**src/rtl/imem_loader.sv**
```systemverilog
// Boot controller: holds the core in reset, streams a program into instruction RAM,
// verifies a trailing additive checksum and releases the core on a match.
module imem_loader #(
  parameter int ADDR_W  = 12,
  parameter int DATA_W  = 32,
  parameter int TIMEOUT = 1024
) (
  input  logic              clk,
  input  logic              rst_n,
  input  logic              start,
  input  logic              abort,
  input  logic [ADDR_W:0]   load_len,
  input  logic              s_valid,
  input  logic [DATA_W-1:0] s_data,
  output logic              s_ready,
  output logic              mem_we,
  output logic [ADDR_W-1:0] mem_addr,
  output logic [DATA_W-1:0] mem_wdata,
  output logic              core_rst_n,
  output logic              busy,
  output logic              done,
  output logic              err,
  output logic [1:0]        err_code,
  output logic [ADDR_W:0]   word_count
);

  localparam int IDLE_W = $clog2(TIMEOUT + 1);
  localparam logic [ADDR_W:0] MAX_LEN = {1'b1, {ADDR_W{1'b0}}};

  typedef enum logic [2:0] {S_IDLE, S_LOAD, S_CHECK, S_RUN, S_ERROR} state_t;

  state_t              state_q, state_d;
  logic [ADDR_W:0]     len_q, len_d;
  logic [DATA_W-1:0]   sum_q, sum_d;
  logic [IDLE_W-1:0]   idle_q, idle_d;
  logic [ADDR_W:0]     word_count_q, word_count_d;
  logic                s_ready_q, s_ready_d;
  logic                mem_we_q, mem_we_d;
  logic [ADDR_W-1:0]   mem_addr_q, mem_addr_d;
  logic [DATA_W-1:0]   mem_wdata_q, mem_wdata_d;
  logic                core_rst_n_q, core_rst_n_d;
  logic                busy_q, busy_d;
  logic                done_q, done_d;
  logic                err_q, err_d;
  logic [1:0]          err_code_q, err_code_d;
  logic                beat_s;
  logic                len_ok_s;

  assign beat_s   = s_valid & s_ready_q;
  assign len_ok_s = (load_len != {(ADDR_W+1){1'b0}}) && (load_len <= MAX_LEN);

  always_comb begin
    state_d      = state_q;
    len_d        = len_q;
    sum_d        = sum_q;
    idle_d       = idle_q;
    word_count_d = word_count_q;
    mem_we_d     = 1'b0;
    mem_addr_d   = mem_addr_q;
    mem_wdata_d  = mem_wdata_q;
    err_code_d   = err_code_q;
    case (state_q)
      S_IDLE, S_RUN, S_ERROR: begin
        if (start) begin
          err_code_d = 2'd0;
          if (len_ok_s) begin
            state_d      = S_LOAD;
            len_d        = load_len;
            sum_d        = {DATA_W{1'b0}};
            idle_d       = {IDLE_W{1'b0}};
            word_count_d = {(ADDR_W+1){1'b0}};
          end else begin
            state_d    = S_ERROR;
            err_code_d = 2'd1;
          end
        end else begin
          state_d = state_q;
        end
      end
      S_LOAD, S_CHECK: begin
        // abort outranks a same-cycle beat, which outranks the timeout
        if (abort) begin
          state_d    = S_IDLE;
          err_code_d = 2'd0;
        end else if (beat_s) begin
          idle_d = {IDLE_W{1'b0}};
          if (state_q == S_LOAD) begin
            mem_we_d     = 1'b1;
            mem_addr_d   = word_count_q[ADDR_W-1:0];
            mem_wdata_d  = s_data;
            sum_d        = sum_q + s_data;
            word_count_d = word_count_q + {{ADDR_W{1'b0}}, 1'b1};
            if (word_count_d == len_q) begin
              state_d = S_CHECK;
            end else begin
              state_d = S_LOAD;
            end
          end else if (s_data == sum_q) begin
            state_d = S_RUN;
          end else begin
            state_d    = S_ERROR;
            err_code_d = 2'd2;
          end
        end else if (idle_q == IDLE_W'(TIMEOUT - 1)) begin
          state_d    = S_ERROR;
          err_code_d = 2'd3;
        end else begin
          idle_d = idle_q + {{(IDLE_W-1){1'b0}}, 1'b1};
        end
      end
      default: begin
        state_d = S_IDLE;
      end
    endcase
    s_ready_d    = (state_d == S_LOAD) || (state_d == S_CHECK);
    busy_d       = s_ready_d;
    core_rst_n_d = (state_d == S_RUN);
    done_d       = (state_d == S_RUN);
    err_d        = (state_d == S_ERROR);
  end

  always_ff @(posedge clk or negedge rst_n) begin
    if (!rst_n) begin
      state_q      <= S_IDLE;
      len_q        <= {(ADDR_W+1){1'b0}};
      sum_q        <= {DATA_W{1'b0}};
      idle_q       <= {IDLE_W{1'b0}};
      word_count_q <= {(ADDR_W+1){1'b0}};
      s_ready_q    <= 1'b0;
      mem_we_q     <= 1'b0;
      mem_addr_q   <= {ADDR_W{1'b0}};
      mem_wdata_q  <= {DATA_W{1'b0}};
      core_rst_n_q <= 1'b0;
      busy_q       <= 1'b0;
      done_q       <= 1'b0;
      err_q        <= 1'b0;
      err_code_q   <= 2'd0;
    end else begin
      state_q      <= state_d;
      len_q        <= len_d;
      sum_q        <= sum_d;
      idle_q       <= idle_d;
      word_count_q <= word_count_d;
      s_ready_q    <= s_ready_d;
      mem_we_q     <= mem_we_d;
      mem_addr_q   <= mem_addr_d;
      mem_wdata_q  <= mem_wdata_d;
      core_rst_n_q <= core_rst_n_d;
      busy_q       <= busy_d;
      done_q       <= done_d;
      err_q        <= err_d;
      err_code_q   <= err_code_d;
    end
  end

  assign s_ready    = s_ready_q;
  assign mem_we     = mem_we_q;
  assign mem_addr   = mem_addr_q;
  assign mem_wdata  = mem_wdata_q;
  assign core_rst_n = core_rst_n_q;
  assign busy       = busy_q;
  assign done       = done_q;
  assign err        = err_q;
  assign err_code   = err_code_q;
  assign word_count = word_count_q;

endmodule
```
**config.mk**
```make
export PLATFORM = sky130hd
export DESIGN_NAME = imem_loader
export DESIGN_NICKNAME = d
export VERILOG_FILES = /design/src/rtl/imem_loader.sv
export SDC_FILE = /design/constraint.sdc
export NUM_CORES = 1
export LEC_CHECK = 0
export BUFFER_PORTS_ARGS = -buffer_cell sky130_fd_sc_hd__buf_2
export CAP_MARGIN = 20
export CORE_MARGIN = 5
export CORE_UTILIZATION = 60
export CTS_CLUSTER_DIAMETER = 120
export DETAILED_ROUTE_END_ITERATION = 8
export PLACE_DENSITY = 0.94
export SYNTH_ARGS = -nofsm -noshare
export SYNTH_HDL_FRONTEND = slang
export SYNTH_SLANG_ARGS = --single-unit
export TNS_END_PERCENT = 100
```
**constraint.sdc**
```tcl
create_clock -name clk -period 6.8 [get_ports clk]
set_input_delay 0.68 -clock clk [delete_from_list [all_inputs] [get_ports clk]]
set_output_delay 0.68 -clock clk [all_outputs]
set_load 0.01 [all_outputs]
```
---- Word level (Yosys, flattened, before mapping) ----
Cells that the tools add are included.
storage, ports and cells
  register bits after elaboration ......... 122
  bits in latches ......................... 0
  RAM bits ................................ 0
  bits in read-only memories .............. 0
  input bits .............................. 50
  output and inout bits ................... 65
  word-level logic and storage cells ...... 89
  memories kept ........................... 0
cells by class
  add/subtract/negate cells ............... 3
  $mul .................................... 0
  div/mod/pow operators ................... 0
  $lt $le $gt $ge ......................... 1
  equal/unequal tests ..................... 20
  shift operators ......................... 0
  muxes and demuxes ....................... 39
  bitwise gates (word level) .............. 2
  reductions and logical operators ........ 12
operators with widths
  cell                     count
  $mux W32                 5
  $mux W13                 5
  $pmux W32 S2             1
  $mux W11                 5
  $add A32 B32 Y32         1
  $eq A32 B32 Y1           1
  $pmux W13 S2             1
  $pmux W11 S2             1
  $mux W3                  7
  $mux W2                  7
  $add A13 B1 Y13 const B  1
  $eq A13 B13 Y1           1
  $le A13 B13 Y1 const B   1
  $reduce_bool A13 Y1      1
  $eq A3 B2 Y1 const B     4
  $ne A4 B4 Y1 const B     3
  $add A11 B1 Y11 const B  1
  $eq A11 B10 Y1 const B   1
  $ne A2 B2 Y1 const B     5
  $reduce_and A5 Y1        2
  $eq A3 B1 Y1 const B     2
  $eq A3 B3 Y1 const B     2
  $pmux W3 S2              1
  $reduce_and A6 Y1        1
  other kinds (13)         17

---- Depth between registers and ports, before layout ----
  word-level depth ........................ 9
  gate-level depth with buffers ........... 12
  depth with buffers taken out ............ 12

---- Worst setup path after synthesis ----
No wires, ideal clock.
  path kind ............................... input-to-reg
  from .................................... input s_data[0]
  to ...................................... register sum_q[24]
  library setup time ...................... 0.130 ns
  arrival ................................. 2.707 ns
  data required time ...................... 6.670 ns
  setup slack ............................. 3.963 ns
  cell stages on the path ................. 12
  path buffers ............................ 0
  cell sequence ........................... ha_1 > inv_1 > fa_1 > nor2b_4 > o31ai_2 > o2bb2ai_2 > o31ai_4 > nor2_2 > o31ai_2 > nor4_1 > a311oi_1 > o21ai_1
between the ends
  longest elaborated chain between the ends .. 5
RTL lines
  item                  line  text
  from (decl)           14    input logic [DATA_W-1:0] s_data,
  $add A32 B32 Y32      91    sum_d = sum_q + s_data;
  $mux W32              87    if (state_q == S_LOAD) begin
  $mux W32              85    end else if (beat_s) begin
  $mux W32              82    if (abort) begin
  $pmux W32 S2          62    case (state_q)
  to (signal assigned)  126   sum_q <= {DATA_W{1'b0}};
  to (signal assigned)  141   sum_q <= sum_d;
  to (decl)             34    logic [DATA_W-1:0] sum_q, sum_d;
Every way passes these cells. The select of a mux whose other input is x is not followed.
A chain may end at the register's enable or synchronous reset.

---- Worst setup path in the final report ----
  from .................................... register state_q[1]
  to ...................................... register err_code_q[0], in the netlist err_code[0]
between the ends
  longest elaborated chain between the ends .. 4
  elaborated cells between the ends (all ways) .. 14
  those cells by class .................... eq/ne: 8; mux: 1; reduce/logical: 5
RTL lines
  item                                                         line    text
  from (decl)                                                  32      state_t state_q, state_d;
  from (signal assigned)                                       139     state_q <= state_d;
  $eq A3 B1 Y1, or another cell as far along                   62, 87
  $reduce_or A2 Y1 / $reduce_or A3 Y1 (equally long branches)  62
  $ne A4 B4 Y1 (no source line), or another cell as far along  -
  $reduce_and A5 Y1 (no source line)                           -
  to (signal assigned)                                         152     err_code_q <= err_code_d;
  to (decl)                                                    45      logic [1:0] err_code_q, err_code_d;
Parallel ways exist; a longest one is shown, timed or not.

==> impl_metrics.ini <==
[synthesis]
synth_cells = 817
synth.largest_area_cell = dfrtp_1
syn_area_um2 = 7060
yosysWarnings = 0
synth_top_area_share_pct = 43.3
async_reset_ff_share_pct = 100
ys.flop_type = dfrtp_1
seq_area_frac_synth_pct = 43.3
synth_edf_count = 0
synth-seq-cells = 122
synthTopCellsByArea = dfrtp_1 (43%), nand2_1 (11%), ha_1 (5.9%)
yosysUniqueCellTypes = 58
syn-mean-instance-area_um2 = 8.64
synth_nets = 901

[floorplanning]
die_w_um = 118
start_util_pct = 61.5
coreArea_um2 = 11500
num_io_pins = 115
rows = 39
die_area_um2 = 14000
die_h_um = 118

[clock_network]
cts_root_buf = clkbuf_16
cts_tree = built
cts_buffers = 17
post_cts_buffers = 0
cts.sinks = 122
cts-hold-fix-buffers = 0
cts_max_level = 4
clkTransAtPathRegs_ns = 0.06
clk_latency_ns = 0.43
cts_max_path_buffers = 2
ctsResizeCount = 0

[global_route]
grt_pass1_vias = 6207
antenna_found_initial = 0
grt_overflow = 0
grt_usage_pct = 26.8
grt_max_degree = 84
grt_pass1_wl_mm = 31.0

[cells_and_area]
final_layout_size_suffix_gt1_share_pct = 19.5
syn_to_final_growth_pct = 17.5
nFillCells = 806
fin_nets = 996
n_antenna_cell = 0

[sta]
fin_skew_ns = 0.00910
min_period_ns = 3.08
slew_viol_final = 0
whs_ns = 0.220
hold_viol_final = 0
rsz0062_at_grt = no
setup_viol = 0
tns_ns = 0
timing.slew.headroom_pct = 35.8
max_freq_ghz = 0.325
worst_pin_slew_ns = 0.956
period_share_pct = 45.3

[drt]
drc = 0
antenna_left = 0
via_per_inst = 6.08
drt_iter0_drc = 721
drt_wl_total_mm = 18.5
vias = 6484
dr.pass1.iters = 5
wl_per_cell_um = 17.3

[critical_path]
endpoint_kind = flip-flop
worstPathRequired_ns = 7.09
r2r-end = err_code[0]
startpoint_type = flip-flop
cp_max_fo = 13
worstRegToRegCells = 6
crit_type = reg -> reg
r2r_start = state_q[1]
cp.arrival_ns = 3.37
reg2reg_slack_ns = 3.72

[pwr]
intPower_mw = 1.55
clockPowerShare_pct = 44.3
switchingPower_mw = 0.563
combPwrFrac_pct = 16.0
pwr-share-seq_pct = 39.7
netSwitchingFraction_pct = 26.6
ir_drop_mv = 0.204
p_leak_nw = 4.28
pwr_density_cell_nw_per_um2 = 255

[place]
port_buffers = 114
gp_congestion = 0.906
dpl.hpwl_mm = 12.2

[hold_path]
hp-class = in -> async

[flow_run]
max_cap_violations = 0

[outcome]
status = finished, final reports clean
-- metal layers --
metal / wire length, um / vias up / part of all wire, % / track usage (%)
li1: - / 3030 / - / -
met1: 7630 / 3104 / 41 / 34.6
met2: 8860 / 294 / 48 / 42.7
met3: 1300 / 56 / 7.0 / 7.40
met4: 707 / 0 / 3.8 / 11.6
met5: 0 / - / 0 / 0
-- through the flow --
stage	cells	power (mW)	instance area, um^2	setup slack, ns	util, %
4_1_cts	1066	2.12	8260	3.82	72.0
6_report	1067	2.12	8290	3.72	72.3
3_3_place_gp	1035	1.16	7650	3.72	66.7
2_1_floorplan	817	1.05	7060	3.96	-
3_5_place_dp	1035	1.18	7650	3.63	66.7
5_1_grt	1067	2.20	8290	3.43	72.3
-- final cells by class --
cell class                 count  area (um^2)  area share [%]
multi-input combinational    634         3750            45.2
sequential                   122         3050            36.8
timing repair buffer         118          623            7.52
clock buffer                  23          498            6.01
tap                          143          179            2.16
clock inverter                 8          115            1.39
inverter                      19         71.3           0.860
-- worst max path at each step --
stage / end / cells past startpoint / slack [ns] / from
after floorplan: sum_q[24] / 12 / 3.96 / s_data[0]
after global placement: sum_q[24] / 13 / 3.72 / s_data[0]
after detailed placement: sum_q[24] / 13 / 3.63 / s_data[0]
after CTS: err_code[0] / 6 / 3.82 / state_q[1]
after global routing: err_code[0] / 6 / 3.43 / state_q[1]
final: err_code[0] / 6 / 3.72 / state_q[1]
-- critical path: stages, from the launching register on --
cell and delay (ns):
dfrtp_1 0.49, xor2_1 0.47, nand2_1 0.43, a21oi_1 0.82
nand2_1 0.34, o21ai_0 0.25, o21ai_0 0.15
-- power by group through the flow --
stage	logic [mW]	clock network (mW)	registers [mW]
after global routing	0.378	0.971	0.848
after CTS	0.334	0.944	0.839
after detailed placement	0.328	0	0.849
after floorplan	0.193	0	0.861
after global placement	0.316	0	0.846
final	0.338	0.938	0.840
-- placed cells by master, fill, tap and decap left out, drive strengths merged, types with 2 or more instances in the layout --
cell type  count
nand2        216
dfrtp        122
buf          118
o21ai         68
nor2          41
a21oi         39
ha            33
xnor2         26
nand3         25
xor2          23
clkbuf        23
a21o          19
inv           19
a31oi         17
mux2          14
o31ai         12
nor4          11
nor3          11
nand4         10
and3           8
nor2b          7
a211oi         6
nand2b         5
clkinv         5
o21a           4
or2            4
mux2i          3
o211ai         3
o22ai          3
bufinv         3
and2           2
a22o           2
or3            2
and4           2
a311oi         2
a2111oi        2
o41ai          2
a211o          2
-- sequential cells by signal (all words and copies together), names as in the netlist, 2 cells and up --
name	flops
sum_q	32
len_q	13
idle_q	11
mem_addr	12
word_count	13
err_code	2
mem_wdata	32
state_q	3
-- kinds of logic (layout without fill, tap and decap cells) --
family	Yosys count	after routing	share of synthesized area, %
simple gates	345	345	21.2
compound gates	189	189	17.1
flops	122	122	43.3
buf+inv	61	168	3.62
xor+xnor	49	49	6.08
fa+ha+maj	34	34	6.14
mux	17	17	2.66
-- Yosys cell counts, drive strengths merged (2+ instances only) --
cell     count
mux2        14
mux2i        3
buf         19
o21ai       68
o211ai       3
and3         8
nand3       25
ha          33
and2         2
dfrtp      122
nor2        41
a22o         2
nand4       10
o41ai        2
nor3        11
a31oi       17
o31ai       12
xnor2       26
a211oi       6
or2          4
or3          2
and4         2
a21o        19
a311oi       2
a211o        2
a21oi       39
nand2      216
xor2        23
inv         19
clkbuf      23
nand2b       5
nor4        11
nor2b        7
a2111oi      2
o21a         4
o22ai        3
Note: power is estimated with default switching activity, not from simulation.
